## src/rtl/req_grnt_arb_pkg.sv

```systemverilog
// Shared types and default parameters for the round-robin request/grant arbiter.
package req_grnt_pkg;

  localparam int NUM_REQ_DEF  = 4;
  localparam int GNT_DLY_DEF  = 1;
  localparam int MAX_HOLD_DEF = 8;

  typedef enum logic [1:0] {
    ST_IDLE,
    ST_WAIT,
    ST_GRANT,
    ST_GAP
  } state_e;

endpackage

```

## src/rtl/req_grnt_arb_if.sv

```systemverilog
// Request/grant bundle between requesters (master side) and the arbiter (slave side).
interface req_grnt_arb_if import req_grnt_pkg::*; #(
  parameter int NUM_REQ = NUM_REQ_DEF
) ();

  localparam int IDW = $clog2(NUM_REQ);

  logic [NUM_REQ-1:0] req;
  logic [NUM_REQ-1:0] grnt;
  logic [IDW-1:0]     grnt_id;
  logic               busy;
  logic               timeout;

  modport master (output req, input grnt, grnt_id, busy, timeout);
  modport slave  (input req, output grnt, grnt_id, busy, timeout);

endinterface

```

## src/rtl/req_grnt_arb_rr_picker.sv

```systemverilog
// Combinational round-robin search: first requester above last_winner, with wrap.
module rr_picker import req_grnt_pkg::*; #(
  parameter int NUM_REQ = NUM_REQ_DEF,
  parameter int IDW     = $clog2(NUM_REQ)
) (
  input  logic [NUM_REQ-1:0] req,
  input  logic [IDW-1:0]     last_winner,
  output logic               valid,
  output logic [IDW-1:0]     index
);

  always_comb begin
    valid = |req;
    index = '0;
    // Walk offsets from farthest to nearest so the nearest requester is assigned last.
    for (int k = NUM_REQ; k >= 1; k--) begin
      if (req[(int'(last_winner) + k) % NUM_REQ]) begin
        index = IDW'((int'(last_winner) + k) % NUM_REQ);
      end
    end
  end

endmodule

```

## src/rtl/req_grnt_arb.sv

```systemverilog
// Round-robin request/grant arbiter with optional grant delay, hold limit and gap cycle.
module req_grnt_arb import req_grnt_pkg::*; #(
  parameter int NUM_REQ  = NUM_REQ_DEF,
  parameter int GNT_DLY  = GNT_DLY_DEF,
  parameter int MAX_HOLD = MAX_HOLD_DEF
) (
  input logic           clk,
  input logic           rst,
  req_grnt_arb_if.slave bus
);

  localparam int IDW = $clog2(NUM_REQ);
  localparam logic [7:0] HOLD_MAX = 8'(MAX_HOLD);

  state_e             state_q, state_d;
  logic [IDW-1:0]     winner_q, winner_d;
  logic [IDW-1:0]     last_q, last_d;
  logic [7:0]         hold_q, hold_d;
  logic [NUM_REQ-1:0] grnt_q, grnt_d;
  logic               busy_q, busy_d;
  logic               timeout_q, timeout_d;
  logic               pick_vld;
  logic [IDW-1:0]     pick_idx;

  rr_picker #(.NUM_REQ(NUM_REQ), .IDW(IDW)) u_picker (
    .req         (bus.req),
    .last_winner (last_q),
    .valid       (pick_vld),
    .index       (pick_idx)
  );

  function automatic logic [NUM_REQ-1:0] onehot(input logic [IDW-1:0] idx);
    return NUM_REQ'(1) << idx;
  endfunction

  always_comb begin
    state_d   = state_q;
    winner_d  = winner_q;
    last_d    = last_q;
    hold_d    = hold_q;
    grnt_d    = '0;
    timeout_d = 1'b0;
    unique case (state_q)
      ST_IDLE: begin
        hold_d = '0;
        if (pick_vld) begin
          winner_d = pick_idx;
          if (GNT_DLY == 1) begin
            state_d = ST_GRANT;
            grnt_d  = onehot(pick_idx);
            hold_d  = 8'd1;
          end else begin
            state_d = ST_WAIT;
          end
        end
      end
      ST_WAIT: begin
        // A requester that withdraws before its grant forfeits the turn without moving the pointer.
        if (bus.req[winner_q]) begin
          state_d = ST_GRANT;
          grnt_d  = onehot(winner_q);
          hold_d  = 8'd1;
        end else begin
          state_d = ST_IDLE;
        end
      end
      ST_GRANT: begin
        if (hold_q >= HOLD_MAX) begin
          state_d   = ST_GAP;
          timeout_d = 1'b1;
          hold_d    = '0;
        end else if (!bus.req[winner_q]) begin
          state_d = ST_GAP;
          hold_d  = '0;
        end else begin
          grnt_d = onehot(winner_q);
          hold_d = hold_q + 8'd1;
        end
      end
      ST_GAP: begin
        last_d  = winner_q;
        hold_d  = '0;
        state_d = ST_IDLE;
      end
      default: state_d = ST_IDLE;
    endcase
    busy_d = (state_d != ST_IDLE);
  end

  always_ff @(posedge clk) begin
    if (rst) begin
      state_q   <= ST_IDLE;
      winner_q  <= '0;
      last_q    <= IDW'(NUM_REQ - 1);
      hold_q    <= '0;
      grnt_q    <= '0;
      busy_q    <= 1'b0;
      timeout_q <= 1'b0;
    end else begin
      state_q   <= state_d;
      winner_q  <= winner_d;
      last_q    <= last_d;
      hold_q    <= hold_d;
      grnt_q    <= grnt_d;
      busy_q    <= busy_d;
      timeout_q <= timeout_d;
    end
  end

  assign bus.grnt    = grnt_q;
  assign bus.grnt_id = winner_q;
  assign bus.busy    = busy_q;
  assign bus.timeout = timeout_q;

endmodule

```

## src/flat_wrapper.sv

```systemverilog
// flat-port wrapper written by rule: the top's interface ports become plain ports
module req_grnt_arb_flat import req_grnt_pkg::*;
#(
  parameter int NUM_REQ  = NUM_REQ_DEF,
  parameter int GNT_DLY  = GNT_DLY_DEF,
  parameter int MAX_HOLD = MAX_HOLD_DEF
)
  (clk, rst, bus_req, bus_grnt, bus_grnt_id, bus_busy, bus_timeout);
  req_grnt_arb_if #(.NUM_REQ(NUM_REQ)) bus_i ();
  input logic clk;
  input logic rst;
  input wire logic [$bits(bus_i.req)-1:0] bus_req;
  output wire logic [$bits(bus_i.grnt)-1:0] bus_grnt;
  output wire logic [$bits(bus_i.grnt_id)-1:0] bus_grnt_id;
  output wire logic [$bits(bus_i.busy)-1:0] bus_busy;
  output wire logic [$bits(bus_i.timeout)-1:0] bus_timeout;
  assign bus_i.req = bus_req;
  assign bus_grnt = bus_i.grnt;
  assign bus_grnt_id = bus_i.grnt_id;
  assign bus_busy = bus_i.busy;
  assign bus_timeout = bus_i.timeout;
  req_grnt_arb #(.NUM_REQ(NUM_REQ), .GNT_DLY(GNT_DLY), .MAX_HOLD(MAX_HOLD)) u_core (.clk(clk), .rst(rst), .bus(bus_i));
endmodule
```

## config.mk

```make
export PLATFORM = sky130hd
export DESIGN_NAME = req_grnt_arb_flat
export DESIGN_NICKNAME = d
export VERILOG_FILES = /design/src/rtl/req_grnt_arb_pkg.sv /design/src/rtl/req_grnt_arb_if.sv /design/src/rtl/req_grnt_arb_rr_picker.sv /design/src/rtl/req_grnt_arb.sv /design/src/flat_wrapper.sv
export SDC_FILE = /design/constraint.sdc
export NUM_CORES = 1
export LEC_CHECK = 0
export ABC_CLOCK_PERIOD_IN_PS = 1750
export BUFFER_PORTS_ARGS = -buffer_cell sky130_fd_sc_hd__buf_2
export CAP_MARGIN = 20
export CORE_AREA = 2 2 47 49
export DETAILED_ROUTE_END_ITERATION = 12
export DIE_AREA = 0 0 49 51
export HOLD_SLACK_MARGIN = 0.12
export PLACE_DENSITY = 0.76
export SKIP_LAST_GASP = 1
export SYNTH_ARGS = -nofsm -noshare
export SYNTH_HDL_FRONTEND = slang
export SYNTH_SLANG_ARGS = --single-unit
```

## constraint.sdc

```tcl
create_clock -name clk -period 1.75 [get_ports clk]
set_input_delay 0.2625 -clock clk [delete_from_list [all_inputs] [get_ports clk]]
set_output_delay 0.2625 -clock clk [all_outputs]
set_load 0.005 [all_outputs]
```

==> results of run 1 <==
## cell usage in the layout, fill, tap and decap left out, types with 2 or more instances in the layout
| cell | netlist | layout |
|---|---|---|
| a41oi_1 | 3 | 3 |
| nand2b_1 | 5 | 5 |
| dfxtp_1 | 20 | 20 |
| mux2i_1 | 3 | 3 |
| clkbuf_4 | 0 | 3 |
| nor2b_1 | 3 | 3 |
| nor3_2 | 2 | 2 |
| buf_2 | 2 | 13 |
| a21oi_1 | 6 | 6 |
| a211oi_1 | 2 | 2 |
| buf_4 | 1 | 2 |
| and2_1 | 2 | 2 |
| inv_1 | 5 | 5 |
| nor2_1 | 12 | 12 |
| o21ai_0 | 2 | 2 |
| a21boi_0 | 2 | 2 |
| nor3b_1 | 3 | 3 |
| a211o_1 | 3 | 3 |
| nand3b_1 | 2 | 2 |
| o22ai_1 | 2 | 2 |
| nand2_1 | 2 | 2 |
| nor3_1 | 2 | 2 |
| a31oi_1 | 2 | 2 |
| ha_1 | 2 | 2 |
| a32o_1 | 2 | 2 |
| and3_1 | 2 | 2 |
## flip-flops by register name (all words and copies together), names as in the netlist
name	flops
u_core.bus.grnt	4
u_core.hold_q	8
u_core.bus.busy	1
u_core.last_q	2
u_core.state_q	2
u_core.bus.timeout	1
u_core.bus.grnt_id	2
## worst max-delay path: cells and delay by family (launching register included)
family | cells | cell delay [ns]
AOI/OAI and AO/OA | 2 | 0.44
buffers and inverters | 1 | 0.22
DFF | 1 | 0.54
and+or+nand+nor | 2 | 0.28
## final cells by class
type                       instances  share of cell area, %
timing repair buffer              15                   7.03
tap                               28                   3.07
multi-input combinational         78                   48.5
inverter                           5                   1.65
clock buffer                       3                   1.98
sequential                        20                   35.1
clock inverter                     1                   2.63
## metal layers
layer  share of wire (%)  wire [µm]  vias up
li1                    -          -      431
met1                  45        892      415
met2                  49        964       23
met3                 4.7         93        2
met4                0.71         14        0
met5                   0          0        -
## stage by stage
step,util (%),hold slack (ns),power (mW)
after floorplan,-,0.425,0.608
after global placement,52.7,0.479,0.642
after detailed placement,52.7,0.500,0.646
after CTS,55.2,0.265,1.02
after global routing,55.2,0.269,1.05
final,55.2,0.266,1.01
## kinds of logic after synthesis
logic type               count (synthesis)  synth area share [%]
AND/OR/NAND/NOR                         43                  25.4
AO/OA/AOI/OAI                           29                  21.9
flip-flops                              20                  39.9
buffers and inverters                   10                  5.11
multiplexers                             4                  5.23
adder cells (fa/ha/maj)                  2                  2.49
## power groups by stage
stage          clock network, mW  registers [mW]  logic, mW
3_5_place_dp                   0           0.514      0.133
5_1_grt                    0.397           0.508      0.150
6_report                   0.372           0.504      0.134
3_3_place_gp                   0           0.512      0.130
4_1_cts                    0.380           0.503      0.135
2_1_floorplan                  0           0.500      0.108
## worst max-delay path by stage
stage                                     to  slack [ns]
after floorplan             u_core.hold_q[6]        0.37
after global placement    u_core.bus.grnt[1]        0.25
after detailed placement    u_core.hold_q[7]        0.22
after CTS                   u_core.hold_q[7]        0.19
after global routing        u_core.hold_q[3]        0.04
final                       u_core.hold_q[7]        0.18
==> summary.md, run 1 <==
| Metric | Value |
|---|---|
| Largest stage delay, worst path | `0.54 ns` |
| R2R setup slack | `approximately 0.18 ns` |
| RSZ-0062 raised after global routing | `no` |
| Final Max Slew Viols | `0` |
| FF+latch area | `about 400 µm²` |
| GR Layer Usage met3 | `3.22%` |
| Fmax | `0.635 GHz` |
| Busiest grt layer | `met2` |
| Post-CTS Setup Bufs | `0` |
| Vias in the first global route | `around 800` |
| Yosys warning total | `0` |
| Worst Skew | `approximately 0.0028 ns` |
| Clk buf depth | `2` |
| Critical path class | `reg -> reg` |
| Placer Congestion | `0.843` |
| CP startpoint | `u_core.state_q[1]` |
| Layout area overhead | `13.4%` |
| Port Buf Inserts | `13` |
| Fillers | `191` |
| Worst Tran Pin Value | `0.424 ns` |
| TritonRoute pass-1 iters | `4` |
| Maxcap violations | `0` |
| Switching portion of total power | `a little under a quarter` |
| FF-to-FF Start | `u_core.state_q[1]` |
| Synth Area per Inst | `9.30 µm²` |
| Worst setup EP type | `flop` |
| Root buf cell | `clkbuf_4` |
| Max H-tree Level | `1` |
| Status | `complete, no violations` |
| Final setup viols | `0` |
| Initial detailed-routing violation count | `7` |
| Top post-synthesis cells by area | `dfxtp_1 40%, nor2_1 4.5%, nand2b_1 3.1%` |
| Global-route usage over all layers | `between 15 and 20%` |
| Antenna Nets Post-Route | `0` |
| Hold path depth | `2` |
| Peak supply drop | `0.000381 V` |
| DR vias | `871` |
| CTS buffer count | `3` |
| Total Wirelength | `just under 2000 µm` |
| Post-route setup TNS | `0 ns` |
| Post-synth top area cell | `dfxtp_1` |
| Core area | `2060 µm²` |
| FF-to-FF End | `u_core.hold_q[7]` |
| Worst EP required | `1.95 ns` |
| Finished Layout Cells | `150` |
| Number of synthesized register bits | `20` |
| Top-area cell type share of the netlist area | `39.9%` |
| Final net count | `131` |
| CTS sink count | `20` |
| First-pass GRT wire length | `3420 µm` |
| Fin crit share | `89.9%` |
| Starting density of the core | `about half` |
| Post-synth EDFFs | `0` |
| Sequential power share | `49.9%` |
| # hold bufs at CTS | `0` |
| P_leak | `approximately 0.45 nW` |
| Hold Fails Final Rpt | `0` |
| Chip height | `51 µm` |
| Most common cell in the netlist | `dfxtp_1` |
| Data arrival time of the critical path | `1.78 ns` |
| Die area | `2500 µm²` |
| Switching Power | `~0.24 mW` |
| Comb pwr share | `13.2%` |
| Clock share of power | `a little under two fifths` |
| Top cells by count, synth | `20 x dfxtp_1, 12 x nor2_1, 6 x a21oi_1, 5 x inv_1, 5 x nand2b_1` |
| Worst Reg-to-Reg Cells | `5` |
| Wire per inst | `13.1 µm` |
| Die extent in x | `49 µm` |
| Async set or reset register ratio after synthesis | `0%` |
| Via density per instance | `between 5 and 6` |
| Rel. slew slack | `between 70% and 80%` |
| Placed insts | `~150` |
| Synth cell types | `41` |
| CP Launch Type | `flop` |
| Post-synth top flop | `dfxtp_1` |
| IO Pins | `14` |
| DRC | `0` |
| Slowest-stage cell, CP | `dfxtp_1` |
| Largest net degree at the start of global routing | `13` |
| Initial antenna violation count | `0` |
| Worst-skew pair later-pin latency | `0.30 ns` |
| Layout cells sized above 1 | `23.0%` |
| Clock-pin slew on the worst setup and hold paths | `0.11 ns` |
| Synth Cell Area | `between 1000 and 1500 µm²` |
| Syn Nets | `between 100 and 150` |
| Diode count | `0` |
| Pwr Density | `~890 nW/µm²` |
| Hold EP | `u_core.bus.grnt_id[1]` |
| Placed Instance Area | `1090 µm²` |
| Worst-path cell chain | `and3b_1 -> a32oi_1 -> buf_4 -> o22a_2 -> nor2_1` |
| GRT overflow | `0` |
| DP HPWL | `~1400 µm` |
| Num rows | `17` |
| Type of the worst min-delay path | `in -> reg` |
| Place WS | `about 0.22 ns` |
| M2 GR Usage | `30.4%` |
| Resize count post-CTS | `0` |
| Final instance area | `1140 µm²` |
| Multi-input gate area | `553 µm²` |
| Tmin final | `1.57 ns` |
| Internal | `0.772 mW` |
| Min-delay src | `rst` |
| Worst Path Max Fanout | `11` |
| CTS tree | `built` |
| Mapped Cells | `108` |
| GRT met1 Usage | `21.8%` |
| Register area share after synthesis | `approximately two fifths` |
| Post-route setup slack | `between 0.15 and 0.2 ns` |
No activity file was read; power rests on OpenSTA's default activity.
==> inputs of run 2 (changes only) <==
- REMOVE_ABC_BUFFERS: default -> 1
==> summary.md, run 2 (synthesis results as in run 1) <==
| Metric | Value |
|---|---|
| Worst-skew pair later-pin latency | `0.30 ns (about the same)` |
| Global-route usage over all layers | `16.3% (-1.3 points)` |
| RSZ-0062 raised after global routing | `no` |
| Initial detailed-routing violation count | `9 (+2)` |
| Antenna Nets Post-Route | `0 (unchanged)` |
| Layout Utilization | `53.4% (-1.8 points)` |
| Type of the worst min-delay path | `in -> reg` |
| CTS buffer count | `3 (unchanged)` |
| Switching Power | `0.232 mW (-2.2%)` |
| Status | `complete, no violations` |
| Worst Path Max Fanout | `11 (unchanged)` |
| Via density per instance | `5.59 (-3.7%)` |
| Worst EP required | `1.95 ns (about the same)` |
| Initial antenna violation count | `0 (unchanged)` |
| CTS tree | `built` |
| Total power | `0.853 mW (-16%)` |
| Clock-pin slew on the worst setup and hold paths | `0.11 ns (about the same)` |
| # hold bufs at CTS | `0 (unchanged)` |
| CTS sink count | `20 (unchanged)` |
| Num rows | `17 (unchanged)` |
| Top reg by flops | `u_core.hold_q` |
| Max H-tree Level | `1 (unchanged)` |
| Port Buf Inserts | `13 (unchanged)` |
| Min-delay src | `rst` |
| Diode count | `0 (unchanged)` |
| Core area | `2060 µm² (unchanged)` |
| Sequential power share | `58.9% (+9.0 points)` |
| Wire per inst | `12.8 µm (-2.3%)` |
| Critical path class | `reg -> reg` |
| FF-to-FF End | `u_core.hold_q[4]` |
| R2R setup slack | `0.19 ns (+0.02 ns)` |
| FF-to-FF Start | `u_core.state_q[1]` |
| Most common cell after layout, fill and taps aside | `dfxtp_1` |
| GRT overflow | `0 (unchanged)` |
| DP HPWL | `1420 µm (-0.24%)` |
| First-pass GRT wire length | `3110 µm (-8.9%)` |
| Layout cells sized above 1 | `21.7% (-1.3 points)` |
| Tmin final | `1.56 ns (-0.0182 ns)` |
| Clk buf depth | `2 (unchanged)` |
| Final setup viols | `0 (unchanged)` |
| Largest net degree at the start of global routing | `12 (-1)` |
| Pwr Density | `773 nW/µm² (-13%)` |
| P_leak | `0.433 nW (-4.3%)` |
| Post-CTS Setup Bufs | `0 (unchanged)` |
| TritonRoute pass-1 iters | `4 (unchanged)` |
| Data arrival time of the critical path | `1.76 ns (-0.02 ns)` |
| Root buf cell | `clkbuf_4` |
| Most frequent cells in the layout | `20 x dfxtp_1, 13 x buf_2, 12 x nor2_1, 6 x a21oi_1` |
| Maxcap violations | `0 (unchanged)` |
| Final net count | `130 (-0.76%)` |
| Hold Fails Final Rpt | `0 (unchanged)` |
| Worst Tran Pin Value | `0.434 ns (+0.0107 ns)` |
| Layout area overhead | `9.71%` |
| Final Max Slew Viols | `0 (unchanged)` |
| Worst setup EP type | `flop` |
| Die area | `2500 µm² (unchanged)` |
| Die extent in x | `49 µm (unchanged)` |
| Placer Congestion | `0.818 (-3.0%)` |
| Worst Reg-to-Reg Cells | `5 (unchanged)` |
| IO Pins | `14 (unchanged)` |
| DR vias | `828 (-4.9%)` |
| Number of flip-flops in the largest register | `8 (unchanged)` |
| Clock share of power | `25.6% (-11 points)` |
| Comb pwr share | `15.5% (+2.3 points)` |
| Rel. slew slack | `70.8% (-0.81 points)` |
| CP Launch Type | `flop` |
| Hold path depth | `2 (unchanged)` |
| Chip height | `51 µm (unchanged)` |
| Vias in the first global route | `754 (-8.3%)` |
| Fin crit share | `88.9% (-1.0 points)` |
| Fmax | `0.643 GHz (+1.2%)` |
| CP startpoint | `u_core.state_q[1]` |
| Switching portion of total power | `27.2% (+3.7 points)` |
| Starting density of the core | `48.7% (unchanged)` |
| Resize count post-CTS | `0 (unchanged)` |
| Post-route setup TNS | `0 ns (unchanged)` |
| DRC | `0 (unchanged)` |
| Worst Skew | `0.00320 ns (+0.000376 ns)` |
| Peak supply drop | `0.000631 V (+66%)` |
| Internal | `0.621 mW (-20%)` |
| Hold EP | `u_core.bus.grnt_id[0]` |
| Total Wirelength | `1890 µm (-3.6%)` |
==> run 2: worst max path at each step <==
stage	endpoint	slack [ns]	cells after the start
5_1_grt	u_core.hold_q[4]	0.1	5
4_1_cts	u_core.hold_q[4]	0.21	4
3_3_place_gp	u_core.hold_q[1]	0.24	4
6_report	u_core.hold_q[4]	0.19	5
3_5_place_dp	u_core.bus.grnt[1]	0.22	5
2_1_floorplan	u_core.hold_q[3]	0.12	4
==> run 2: stage by stage <==
step	cell area [µm²]	hold slack [ns]	worst slack [ns]	instances
2_1_floorplan	972	0.335	0.125	103
3_3_place_gp	1080	0.479	0.240	145
3_5_place_dp	1080	0.487	0.219	145
4_1_cts	1100	0.242	0.206	148
5_1_grt	1100	0.258	0.0988	148
6_report	1100	0.252	0.194	148
==> run 2: per-layer routing <==
| metal | track usage, % | vias to the layer above | wire length [µm] |
|---|---|---|---|
| li1 | - | 420 | - |
| met1 | 17.4 | 377 | 847 |
| met2 | 28.8 | 24 | 910 |
| met3 | 5.56 | 7 | 89 |
| met4 | 8.57 | 0 | 46 |
| met5 | 0 | - | 0 |
==> run 2: final cells by class <==
class / count / area, µm²
fill: 211 / 961
multi-input combinational: 78 / 553
sequential: 20 / 400
timing repair buffer: 14 / 72.6
tap: 28 / 35.0
clock buffer: 3 / 22.5
inverter: 5 / 18.8
==> run 2: critical path: stages (launching register included) <==
cell and delay [ns]:
dfxtp_1 0.52, and3b_1 0.22, a32oi_1 0.20, buf_4 0.21, o22a_2 0.24, nor2_1 0.07
==> run 2: power groups by stage <==
stage          registers (mW)  logic, mW  clock network (mW)
4_1_cts                 0.503      0.132               0.223
3_5_place_dp            0.514      0.131                   0
5_1_grt                 0.507      0.147               0.234
3_3_place_gp            0.512      0.128                   0
6_report                0.503      0.132               0.218
2_1_floorplan           0.509     0.0862                   0
==> inputs of run 3 (changes only) <==
- CORE_AREA: 2 2 47 49 -> 2 2 42 54
- DIE_AREA: 0 0 49 51 -> 0 0 44 56
- TNS_END_PERCENT: default -> 30
==> summary.md, run 3 (synthesis results as in run 1) <==
| Metric | Value |
|---|---|
| DR vias | `845 (+2.1%)` |
| Final net count | `130 (unchanged)` |
| Diode count | `0 (unchanged)` |
| Die extent in x | `44 µm (-10%)` |
| Worst Skew | `0.00765 ns (+0.00446 ns)` |
| Comb pwr share | `14.5% (-1.0 points)` |
| Maxcap violations | `0 (unchanged)` |
| P_leak | `0.440 nW (+1.7%)` |
| Pwr Density | `819 nW/µm² (+5.8%)` |
| Wire per inst | `13.7 µm (+6.8%)` |
| Worst Path Max Fanout | `8 (-3)` |
| Sequential power share | `55.6% (-3.3 points)` |
| CTS sink count | `20 (unchanged)` |
| Post-CTS Setup Bufs | `0 (unchanged)` |
| Total Wirelength | `1930 µm (+1.8%)` |
| Top reg by flops | `u_core.hold_q` |
| Delay-heaviest family, CP | `multiplexers` |
| Number of flip-flops in the largest register | `8 (unchanged)` |
| First-pass GRT wire length | `3390 µm (+9.1%)` |
| Fmax | `0.636 GHz (-1.0%)` |
| # hold bufs at CTS | `0 (unchanged)` |
| Worst-skew pair later-pin latency | `0.30 ns (about the same)` |
| Chip height | `56 µm (+9.8%)` |
| Largest net degree at the start of global routing | `12 (unchanged)` |
| Status | `complete, no violations` |
| Final setup viols | `0 (unchanged)` |
| Placer Congestion | `0.882 (+7.8%)` |
| Clock share of power | `29.8% (+4.2 points)` |
| Root buf cell | `clkbuf_4` |
| Worst Path Buf+Inv | `0 (-1)` |
| Hold Fails Final Rpt | `0 (unchanged)` |
| Initial antenna violation count | `0 (unchanged)` |
| Finished Layout Cells | `141 (-4.7%)` |
| Critical path class | `reg -> reg` |
| Worst setup EP type | `flop` |
| Slowest-stage cell, CP | `mux4_2` |
| Most common cell after layout, fill and taps aside | `dfxtp_1` |
| Max H-tree Level | `1 (unchanged)` |
| Vias in the first global route | `787 (+4.4%)` |
| TritonRoute pass-1 iters | `4 (unchanged)` |
| Layout area overhead | `10.1%` |
| CP Launch Type | `flop` |
| RSZ-0062 raised after global routing | `no` |
| Worst-path cell chain | `mux4_2 -> nand3_2 -> o22a_2 -> nor2_1` |
| Initial detailed-routing violation count | `7 (-2)` |
| DP HPWL | `1430 µm (+0.87%)` |
| Switching Power | `0.238 mW (+2.7%)` |
| Via density per instance | `5.99 (+7.1%)` |
| Largest stage delay, worst path | `0.59 ns (+0.07 ns)` |
| Type of the worst min-delay path | `in -> reg` |
| Worst EP required | `1.95 ns (about the same)` |
| Placed insts | `137 (-5.5%)` |
| Most frequent cells in the layout | `20 x dfxtp_1, 13 x buf_2, 12 x nor2_1, 6 x a21oi_1` |
| Worst Tran Pin Value | `0.455 ns (+0.0208 ns)` |
| Fin crit share | `89.8% (+0.94 points)` |
| Peak supply drop | `0.000473 V (-25%)` |
| Port Buf Inserts | `13 (unchanged)` |
| IO Pins | `14 (unchanged)` |
| GRT overflow | `0 (unchanged)` |
| Layout cells sized above 1 | `22.3% (+0.65 points)` |
| Data arrival time of the critical path | `1.77 ns (about the same)` |
| Global-route usage over all layers | `18.1% (+1.8 points)` |
| CTS tree | `built` |
| Switching portion of total power | `26.3% (-0.91 points)` |
| Starting density of the core | `51.9% (+3.2 points)` |
| Internal | `0.667 mW (+7.5%)` |
| Post-route setup TNS | `0 ns (unchanged)` |
| Fillers | `173 (-18%)` |
| Num rows | `18 (+1)` |
| Layout Utilization | `57.1% (+3.7 points)` |
| Die area | `2460 µm² (-1.4%)` |
| Resize count post-CTS | `0 (unchanged)` |
| Core area | `1940 µm² (-6.1%)` |
| Rel. slew slack | `69.4% (-1.4 points)` |
| DRC | `0 (unchanged)` |
| Clk buf depth | `2 (unchanged)` |
| Tmin final | `1.57 ns (+0.0164 ns)` |
| CTS buffer count | `3 (unchanged)` |
| Clock-pin slew on the worst setup and hold paths | `0.12 ns (about the same)` |
| Final Max Slew Viols | `0 (unchanged)` |
| Antenna Nets Post-Route | `0 (unchanged)` |
## run 3: cell count changes in the layout (fill, tap and decap cells not counted), sizes merged
| cell | previous run | this run |
|---|---|---|
| clkbuf | 3 | 4 |
## run 3: cell type report
class,instances,area [µm²],share of cell area [%]
Multi-Input combinational cell,78,553,50.0
Timing Repair Buffer,14,72.6,6.56
Sequential cell,20,400,36.2
Clock buffer,4,36.3,3.28
Inverter,5,18.8,1.70
Tap cell,20,25.0,2.26
## run 3: per-layer routing
layer	track usage, %	wire length (µm)
met4	9.96	53
met1	22.5	871
met3	2.92	43
met5	0	0
met2	28.8	960
## run 3: final timing paths
| check | from | end | slack, ns | depth (start not counted) |
|---|---|---|---|---|
| worst max register to register | u_core.bus.grnt_id[0] | u_core.hold_q[1] | 0.18 | 4 |
| worst min-delay path | rst | u_core.bus.grnt_id[1] | 0.27 | 2 |
| worst max-delay path | u_core.bus.grnt_id[0] | u_core.hold_q[1] | 0.18 | 4 |
| worst min register to register | u_core.last_q[0] | u_core.last_q[0] | 0.52 | 1 |
## run 3: power by group through the flow
stage,clock (mW),combinational (mW),sequential [mW]
finish,0.270,0.132,0.504
global route,0.299,0.147,0.508
CTS,0.276,0.131,0.503
detailed placement,0,0.131,0.514
global placement,0,0.128,0.513
floorplan,0,0.0862,0.509
## run 3: metrics by stage
stage / hold WS, ns / total power [mW] / setup slack, ns / cell area [µm²]
6_report: 0.270 / 0.905 / 0.178 / 1110
3_3_place_gp: 0.481 / 0.641 / 0.229 / 1070
3_5_place_dp: 0.494 / 0.645 / 0.215 / 1070
4_1_cts: 0.250 / 0.911 / 0.193 / 1110
2_1_floorplan: 0.335 / 0.595 / 0.125 / 972
5_1_grt: 0.261 / 0.954 / 0.0988 / 1110
